`config.mk`:
```
export PLATFORM = sky130hd
export DESIGN_NAME = pipe_stage_skid
export DESIGN_NICKNAME = d
export VERILOG_FILES = /design/src/rtl/pipe_stage_skid.sv
export SDC_FILE = /design/constraint.sdc
export NUM_CORES = 1
export LEC_CHECK = 0
export ABC_AREA = 0
export CORE_AREA = 2 2 138 140
export DETAILED_ROUTE_END_ITERATION = 10
export DIE_AREA = 0 0 140 142
export GPL_ROUTABILITY_DRIVEN = 0
export PLACE_DENSITY = 0.76
export SYNTH_ARGS = -nofsm -noshare
export SYNTH_HDL_FRONTEND = slang
export SYNTH_SLANG_ARGS = --single-unit
```
`constraint.sdc`:
```
create_clock -name clk -period 2.1 [get_ports clk]
set_clock_uncertainty 0.15 [all_clocks]
set_input_delay 0.525 -clock clk [delete_from_list [all_inputs] [get_ports clk]]
set_output_delay 0.525 -clock clk [all_outputs]
set_load 0.01 [all_outputs]
```
`src/rtl/pipe_stage_skid.sv`:
```
// pipe_stage_skid: elastic stage register with 2-entry skid buffer, flush and bubble zeroing.
// Optional PIPE_STAGE_STATS_EN adds saturating stall/flush counters.
module pipe_stage_skid #(
    parameter int PAYLOAD_W = 104,
    parameter int CNT_W     = 32
) (
    input  logic                 clk,
    input  logic                 rst,
    input  logic                 flush,
    input  logic                 in_valid,
    output logic                 in_ready,
    input  logic [PAYLOAD_W-1:0] in_payload,
    output logic                 out_valid,
    input  logic                 out_ready,
    output logic [PAYLOAD_W-1:0] out_payload,
    output logic [1:0]           occ
`ifdef PIPE_STAGE_STATS_EN
    ,
    output logic [CNT_W-1:0]     stall_cnt,
    output logic [CNT_W-1:0]     flush_cnt
`endif
);
    typedef enum logic [1:0] {EMPTY = 2'd0, ONE = 2'd1, FULL = 2'd2} state_t;
    state_t state, state_n;
    logic [PAYLOAD_W-1:0] main_q, main_n, skid_q, skid_n;
    logic in_fire, out_fire;
    assign in_ready    = state != FULL;
    assign out_valid   = state != EMPTY;
    assign out_payload = main_q;
    assign occ         = state;
    assign in_fire     = in_valid & in_ready;
    assign out_fire    = out_valid & out_ready;
    always_ff @(posedge clk) begin
        if (rst) begin
            state  <= EMPTY;
            main_q <= '0;
            skid_q <= '0;
        end else begin
            state  <= state_n;
            main_q <= main_n;
            skid_q <= skid_n;
        end
    end
    // main is zeroed whenever the stage drains so bubbles carry no live fields
    always_comb begin
        state_n = state;
        main_n  = main_q;
        skid_n  = skid_q;
        if (flush) begin
            state_n = EMPTY;
            main_n  = '0;
            skid_n  = '0;
        end else begin
            case (state)
                EMPTY: if (in_fire) begin
                    main_n  = in_payload;
                    state_n = ONE;
                end
                ONE: if (in_fire && out_fire) begin
                    main_n = in_payload;
                end else if (in_fire) begin
                    skid_n  = in_payload;
                    state_n = FULL;
                end else if (out_fire) begin
                    main_n  = '0;
                    state_n = EMPTY;
                end
                FULL: if (out_fire) begin
                    main_n  = skid_q;
                    skid_n  = '0;
                    state_n = ONE;
                end
                default: begin
                    main_n  = '0;
                    skid_n  = '0;
                    state_n = EMPTY;
                end
            endcase
        end
    end
`ifdef PIPE_STAGE_STATS_EN
    logic [2:0]     disc;
    logic [CNT_W:0] stall_sum, flush_sum;
    assign disc      = {1'b0, occ} - {2'b0, out_fire} + {2'b0, in_fire};
    assign stall_sum = {1'b0, stall_cnt} + (CNT_W+1)'(1);
    assign flush_sum = {1'b0, flush_cnt} + (CNT_W+1)'(disc);
    always_ff @(posedge clk) begin
        if (rst) begin
            stall_cnt <= '0;
            flush_cnt <= '0;
        end else begin
            if (out_valid && !out_ready)
                stall_cnt <= stall_sum[CNT_W] ? '1 : stall_sum[CNT_W-1:0];
            if (flush)
                flush_cnt <= flush_sum[CNT_W] ? '1 : flush_sum[CNT_W-1:0];
        end
    end
`endif
endmodule

```
# Word-level counts from Yosys, hierarchy flattened
# Index checks and enable logic that the tools add are counted.
[totals] reg_bits=210 input_bits=109 output_inout_bits=108 elab_cells=37
[op_classes] n_eq_ne=10 muxes=14 n_bitwise=3 n_reduce_logical=7
[op_table] operator="$mux 104" count=6
[op_table] operator="$pmux 104 s3" count=2
[op_table] operator="$reduce_and 4->1" count=3
[op_table] operator="$mux 2" count=5
[op_table] operator="$ne 2x2->1 const B" count=5
[op_table] operator="$ne 3x3->1 const B" count=3
[op_table] operator="$pmux 2 s3" count=1
[op_table] operator="$and 1x1->1" count=2
[op_table] operator="$eq 2x1->1 const B" count=1
[op_table] operator="$eq 2x2->1 const B" count=1
[op_table] operator="$logic_not 2->1" count=1
[op_table] operator="$reduce_bool 2->1" count=1
[op_table] operator="$reduce_or 2->1" count=1
[op_table] operator="$logic_and 1x1->1" count=1
[op_table] operator="$not 1->1" count=1

# Longest topological paths before layout
# Gate-level depths: netlist of the first run.
[depth] word_depth=6 depth_mapped=7

# Least setup slack after synthesis of the first run
# OpenSTA, ideal clock, no wires.
[synth_path] kind="input to register" start="input flush" end="register main_q[10], in the netlist out_payload[10]" setup_ns=0.059 t_arrival_ns=1.633 path_slack_ns=0.258 cell_stages=6 path_buffers=3 path_cell_list="or2_0 -> clkbuf_1 -> nor3b_2 -> buf_2 -> buf_2 -> a221o_1"
[synth_via] elab_chain_len=1
[synth_lines] element="from (decl)" line_no="9" rtl="input logic flush,"
[synth_lines] element="$reduce_or 2->1 (no line)"
[synth_lines] element="to (signal assigned)" line_no="40" rtl="main_q <= main_n;"
[synth_lines] element="to (decl)" line_no="25" rtl="logic [PAYLOAD_W-1:0] main_q, main_n, skid_q, skid_n;"
# No other way between the ends.
# A chain may end at the register's enable or synchronous reset.

# Worst setup path after layout of the first run
[layout_path] start="register main_q[8], in the netlist out_payload[8]" end="output out_payload[8]"
[layout_rtl] element="to (decl)" line_no="15" rtl="output logic [PAYLOAD_W-1:0] out_payload,"
# No word-level cell between the ends.

==> results of run 1 <==
routing by layer:
metal / track usage / wire length (microns)
met2: 0.409 / 12200
met1: 0.372 / 12100
met5: 0 / 0
met3: 0.0481 / 2260
met4: 0.0670 / 547
repair_timing:
item                                   CTS  global route
resized for setup                       24            40
buffers inserted                         1             0
endpoints found under the hold margin    0             0
setup endpoints to repair               22            40
worst register-to-register path: cells and delay by family, from the launching register on:
family	cells	cell delay (ns)
flip-flops	1	0.35
AO/OA/AOI/OAI	2	0.54
AND/OR/NAND/NOR	1	0.08
buffers and inverters	3	0.65
flip-flops by register name, summed over array words and instances, names as in the netlist:
signal       flops
skid_q         104
occ              2
out_payload    104
cell families after synthesis:
group	synth area share
buffers and inverters	0.0587
AOI/OAI and AO/OA	0.191
DFF	0.465
and+or+nand+nor	0.283
muxes	0.00235
cells in the mapped netlist, drive strengths merged, types with 2 or more instances:
cell type  instances
a21oi              2
a221o            104
a31oi            104
buf               62
clkbuf            55
dfxtp            210
nand2            313
nand2b             2
nand3b           104
nor2b              2
nor3             104
or2                2
or3                2
layout make-up:
| cell class | instances | area (sq um) |
|---|---|---|
| Sequential cell | 210 | 4210 |
| Multi-Input combinational cell | 746 | 4360 |
| Fill cell | 1458 | 6040 |
| Clock buffer | 35 | 681 |
| Clock inverter | 4 | 20.0 |
| Tap cell | 234 | 293 |
| Timing Repair Buffer | 264 | 2860 |
worst min path at each step:
stage,cells after the start,to,from
2_1_floorplan,2,skid_q[103],skid_q[103]
3_3_place_gp,1,out_payload[29],out_payload[29]
3_5_place_dp,1,out_payload[71],out_payload[71]
4_1_cts,3,occ[1],out_ready
5_1_grt,3,occ[1],out_ready
6_report,3,occ[1],out_ready
through the flow:
| stage | util | setup TNS [ns] |
|---|---|---|
| 6_report | 0.673 | 0 |
| 5_1_grt | 0.673 | 0 |
| 4_1_cts | 0.667 | 0 |
| 3_5_place_dp | 0.630 | -35.21 |
| 3_3_place_gp | 0.630 | -29.63 |
| 2_1_floorplan | - | 0 |
power breakdown:
| part | internal, mW | switching (mW) |
|---|---|---|
| Sequential | 4.07 | 0.0615 |
| Combinational | 0.477 | 0.480 |
| Clock | 2.22 | 1.59 |
==> results.py, run 1 <==
metrics = {
    "status": {
        "outcome": "complete, but fails checks",
        "violations": "DRC",
    },
    "worst_setup_path": {
        "cp_slowest_cell": "clkdlybuf4s50_1",
        "critical_path_required_ns": 1.42,
        "rrSetupSlack_ns": 0.22,
        "r2r_end": "out_payload[14]",
        "path_buf_inv": 1,
        "endpoint_kind": "output pin",
        "critPathTopFamily": "buffers and inverters",
        "start_kind": "register",
        "crit_start": "out_payload[8]",
        "r2r_cells": 6,
        "critical_path_class": "register to output pin",
        "path_cells": "clkdlybuf4s50_1",
        "cpPeakStageDelay_ns": 0.55,
        "path_max_fanout": 2,
        "r2r-start": "occ[1]",
        "endpoint": "out_payload[8]",
        "worstPathArrival_ns": 1.41,
        "cp.depth": 1,
    },
    "synthesis": {
        "synth_cell_types": 25,
        "synth_largest_area_cell": "dfxtp_1",
        "synth_area_leaders": "dfxtp_1 (46%), nand2_1 (13%), a221o_1 (12%)",
        "syn_area_sq_um": 9040,
        "syn_nets": 1182,
        "ys_async_sr_fraction": 0,
        "ys.flop_type": "dfxtp_1",
        "yosys_warnings": 0,
        "synth_edf_count": 0,
        "synth-seq-area-share": 0.465,
        "synth_top_area_frac": 0.465,
        "synth_cells": 1073,
        "avgSynthCellArea_sq_um": 8.43,
        "synth.ff_latch_count": 210,
    },
    "global_routing": {
        "grt_pass1_vias": 8426,
        "grt_pass1_wl_microns": 43700,
        "grt.total_usage": 0.261,
        "antenna_found_initial": 0,
        "grt_overflow": 0,
        "grt_max_degree": 106,
    },
    "clocking": {
        "clock-sinks": 210,
        "h-tree-depth": 1,
        "cts-buffers-inserted": 23,
        "path_clk_slew_ns": 0.06,
        "cts_tree": "built",
        "cts_root_buffer": "clkbuf_16",
        "clock_path_buffers": 3,
        "insertion_delay_ns": 0.50,
        "cts_hold_buf": 0,
    },
    "die": {
        "start_util": 0.490,
        "die-area_sq_um": 19900,
        "rows": 50,
        "core_sq_um": 18500,
        "ioPinCount": 217,
        "die_x_microns": 140,
        "die_y_microns": 142,
    },
    "routing": {
        "drc": 16,
        "wl_microns": 27000,
        "wl_per_cell_microns": 18.1,
        "vias": 8979,
        "drtPass1Iterations": 9,
        "routed_via_density": 6.01,
        "drtIter0Drc": 1000,
        "ant_nets": 0,
    },
    "sta": {
        "finalHoldViolCount": 0,
        "finalSetupViolCount": 0,
        "period_minus_slack_ns": 2.08,
        "period_share": 0.993,
        "rsz0062_at_grt": "no",
        "max_freq_mhz": 480,
        "worst_pin_slew_ns": 0.889,
        "slew_violations": 0,
        "holdWs_ns": 0.309,
        "fin_ws_ns": 0.0150,
        "relSlewSlack": 0.407,
    },
    "cells_and_area": {
        "antennaDiodeCount": 0,
        "layout.cells.non_filler": 1493,
        "fin_area_sq_um": 12400,
        "syn_to_final_growth_pct": 37.3,
        "final_common_cell": "nand2_1",
        "drive_gt1_frac": 0.0747,
        "layout.nets": 1354,
        "layout_common_cells": "nand2_1 (313), dfxtp_1 (208), clkdlybuf4s50_1 (155)",
    },
    "pwr": {
        "vdd_drop_max_uv": 438,
        "power_density_nw_per_um2": 716,
        "p_leak_nw": 4.61,
        "power.total_mw": 8.89,
    },
    "placed_design": {
        "dp_slack_ns": -0.272,
        "place_area_sq_um": 11600,
        "hpwl_microns": 16100,
        "place_inst": 1453,
        "portBuffers": 216,
    },
    "flow_run": {
        "maxCapViolations": 0,
    },
    "min_path": {
        "holdCritPathClass": "input port to register",
    },
}
Power figures use the tool's default switching activity.
==> run 2, diff against run 1 <==
CORE_AREA = 2 2 164 166   (was 2 2 138 140)
DIE_AREA = 0 0 166 168   (was 0 0 140 142)
PLACE_DENSITY = 0.56   (was 0.76)
==> run 2 against run 1 <==
  * The flow now finishes without violations
  * Clock power rose by 19%
  * Non-clock buffer count rose by 6
  * Count of clock-buffer cells in the layout rose by 2
==> results.py, run 2 (synthesis results as in run 1) <==
metrics = {
    "pwr": {
        "power_density_nw_per_um2": 755,
        "power.total_mw": 9.61,
        "vdd_drop_max_uv": 411,
        "p_leak_nw": 4.83,
    },
    "clocking": {
        "cts_root_buffer": "clkbuf_16",
        "clock_path_buffers": 3,
        "cts-buffers-inserted": 24,
        "clock-sinks": 210,
        "path_clk_slew_ns": 0.06,
        "cts_hold_buf": 0,
        "cts_tree": "built",
        "insertion_delay_ns": 0.51,
        "h-tree-depth": 1,
    },
    "routing": {
        "wl_per_cell_microns": 18.0,
        "drc": 0,
        "vias": 8796,
        "drtIter0Drc": 664,
        "ant_nets": 0,
        "drtPass1Iterations": 5,
        "wl_microns": 28900,
        "routed_via_density": 5.46,
    },
    "placed_design": {
        "hpwl_microns": 17800,
        "portBuffers": 216,
    },
    "worst_setup_path": {
        "rrSetupSlack_ns": 0.23,
        "path_cells": "clkdlybuf4s50_1",
        "worstPathArrival_ns": 1.39,
        "path_max_fanout": 2,
        "endpoint_kind": "output pin",
        "critPathTopFamily": "buffers and inverters",
        "start_kind": "register",
        "path_buf_inv": 1,
        "cp_slowest_cell": "clkdlybuf4s50_1",
        "critical_path_class": "register to output pin",
        "cpPeakStageDelay_ns": 0.55,
        "r2r-start": "occ[1]",
        "critical_path_required_ns": 1.42,
        "r2r_cells": 6,
        "r2r_end": "skid_q[91]",
    },
    "sta": {
        "period_share": 0.983,
        "rsz0062_at_grt": "no",
        "worst_pin_slew_ns": 0.540,
        "period_minus_slack_ns": 2.06,
        "slew_violations": 0,
        "holdWs_ns": 0.262,
        "finalSetupViolCount": 0,
        "max_freq_mhz": 484,
        "relSlewSlack": 0.640,
        "finalHoldViolCount": 0,
    },
    "min_path": {
        "holdPathEnd": "occ[1]",
        "hp-start": "out_ready",
        "holdCritPathClass": "input port to register",
        "min_path_cells": 3,
    },
    "die": {
        "start_util": 0.343,
        "ioPinCount": 217,
        "die-area_sq_um": 27900,
        "rows": 60,
        "die_x_microns": 166,
        "core_sq_um": 26400,
        "die_y_microns": 168,
    },
    "global_routing": {
        "grt_pass1_wl_microns": 46300,
        "grt.total_usage": 0.198,
        "grt_max_degree": 63,
        "grt_overflow": 0,
        "grt_pass1_vias": 8439,
        "antenna_found_initial": 0,
    },
    "cells_and_area": {
        "syn_to_final_growth_pct": 40.7,
        "utilization": 0.483,
        "fillers": 2518,
        "layout_common_cells": "nand2_1 (313), dfxtp_1 (208), clkdlybuf4s50_1 (121)",
        "final_common_cell": "nand2_1",
        "layout.nets": 1361,
        "antennaDiodeCount": 0,
        "drive_gt1_frac": 0.0835,
    },
    "flow_run": {
        "maxCapViolations": 0,
    },
    "status": {
        "outcome": "finished clean",
    },
}
-- run 2: worst max path at each step --
| stage | startpoint | end | slack [ns] | depth (start not counted) |
|---|---|---|---|---|
| after floorplan | flush | out_payload[10] | 0.26 | 6 |
| after global placement | flush | out_payload[20] | -0.22 | 5 |
| after detailed placement | flush | out_payload[68] | -0.24 | 5 |
| after CTS | occ[1] | out_valid | 0.0002 | 2 |
| after global routing | out_payload[9] | out_payload[9] | 0.001 | 1 |
| final | out_payload[9] | out_payload[9] | 0.04 | 1 |
-- run 2: layout make-up --
class / instances / area (sq um) / share of cell area
clock inverter: 7 / 135 / 0.0106
timing repair buffer: 270 / 2880 / 0.226
clock buffer: 37 / 721 / 0.0566
tap: 341 / 427 / 0.0335
sequential: 210 / 4210 / 0.331
multi-input combinational: 746 / 4360 / 0.342
-- run 2: routing by layer --
metal  global-route usage  vias up  share of wire  routed length, microns
met5                    0        -              0                       0
met4               0.0359        0          0.010                     303
met3               0.0395       23          0.064                    1840
met2                0.315      295           0.45                   13000
met1                0.280     4225           0.48                   13800
li1                     -     4253              -                       -
-- run 2: per-stage QoR --
| step | setup slack (ns) | area, sq um | instances | TNS (ns) |
|---|---|---|---|---|
| after global routing | 0.00141 | 12700 | 1611 | 0 |
| after detailed placement | -0.242 | 11800 | 1566 | -35.47 |
| after CTS | 0.000243 | 12600 | 1610 | 0 |
| final | 0.0358 | 12700 | 1611 | 0 |
| after global placement | -0.225 | 11800 | 1566 | -32.96 |
| after floorplan | 0.258 | 9040 | 1073 | 0 |
-- run 2: repair_timing --
action / in CTS / in global routing
cloned: 0 / 0
gates resized for setup: 63 / 38
buffers inserted: 0 / 1
endpoints found under the setup margin: 58 / 38
-- run 2: power by group --
group	internal (mW)	switching (mW)	leakage [nW]
logic	0.475	0.491	2.71
registers	4.07	0.0595	1.70
clock network	2.84	1.67	0.421
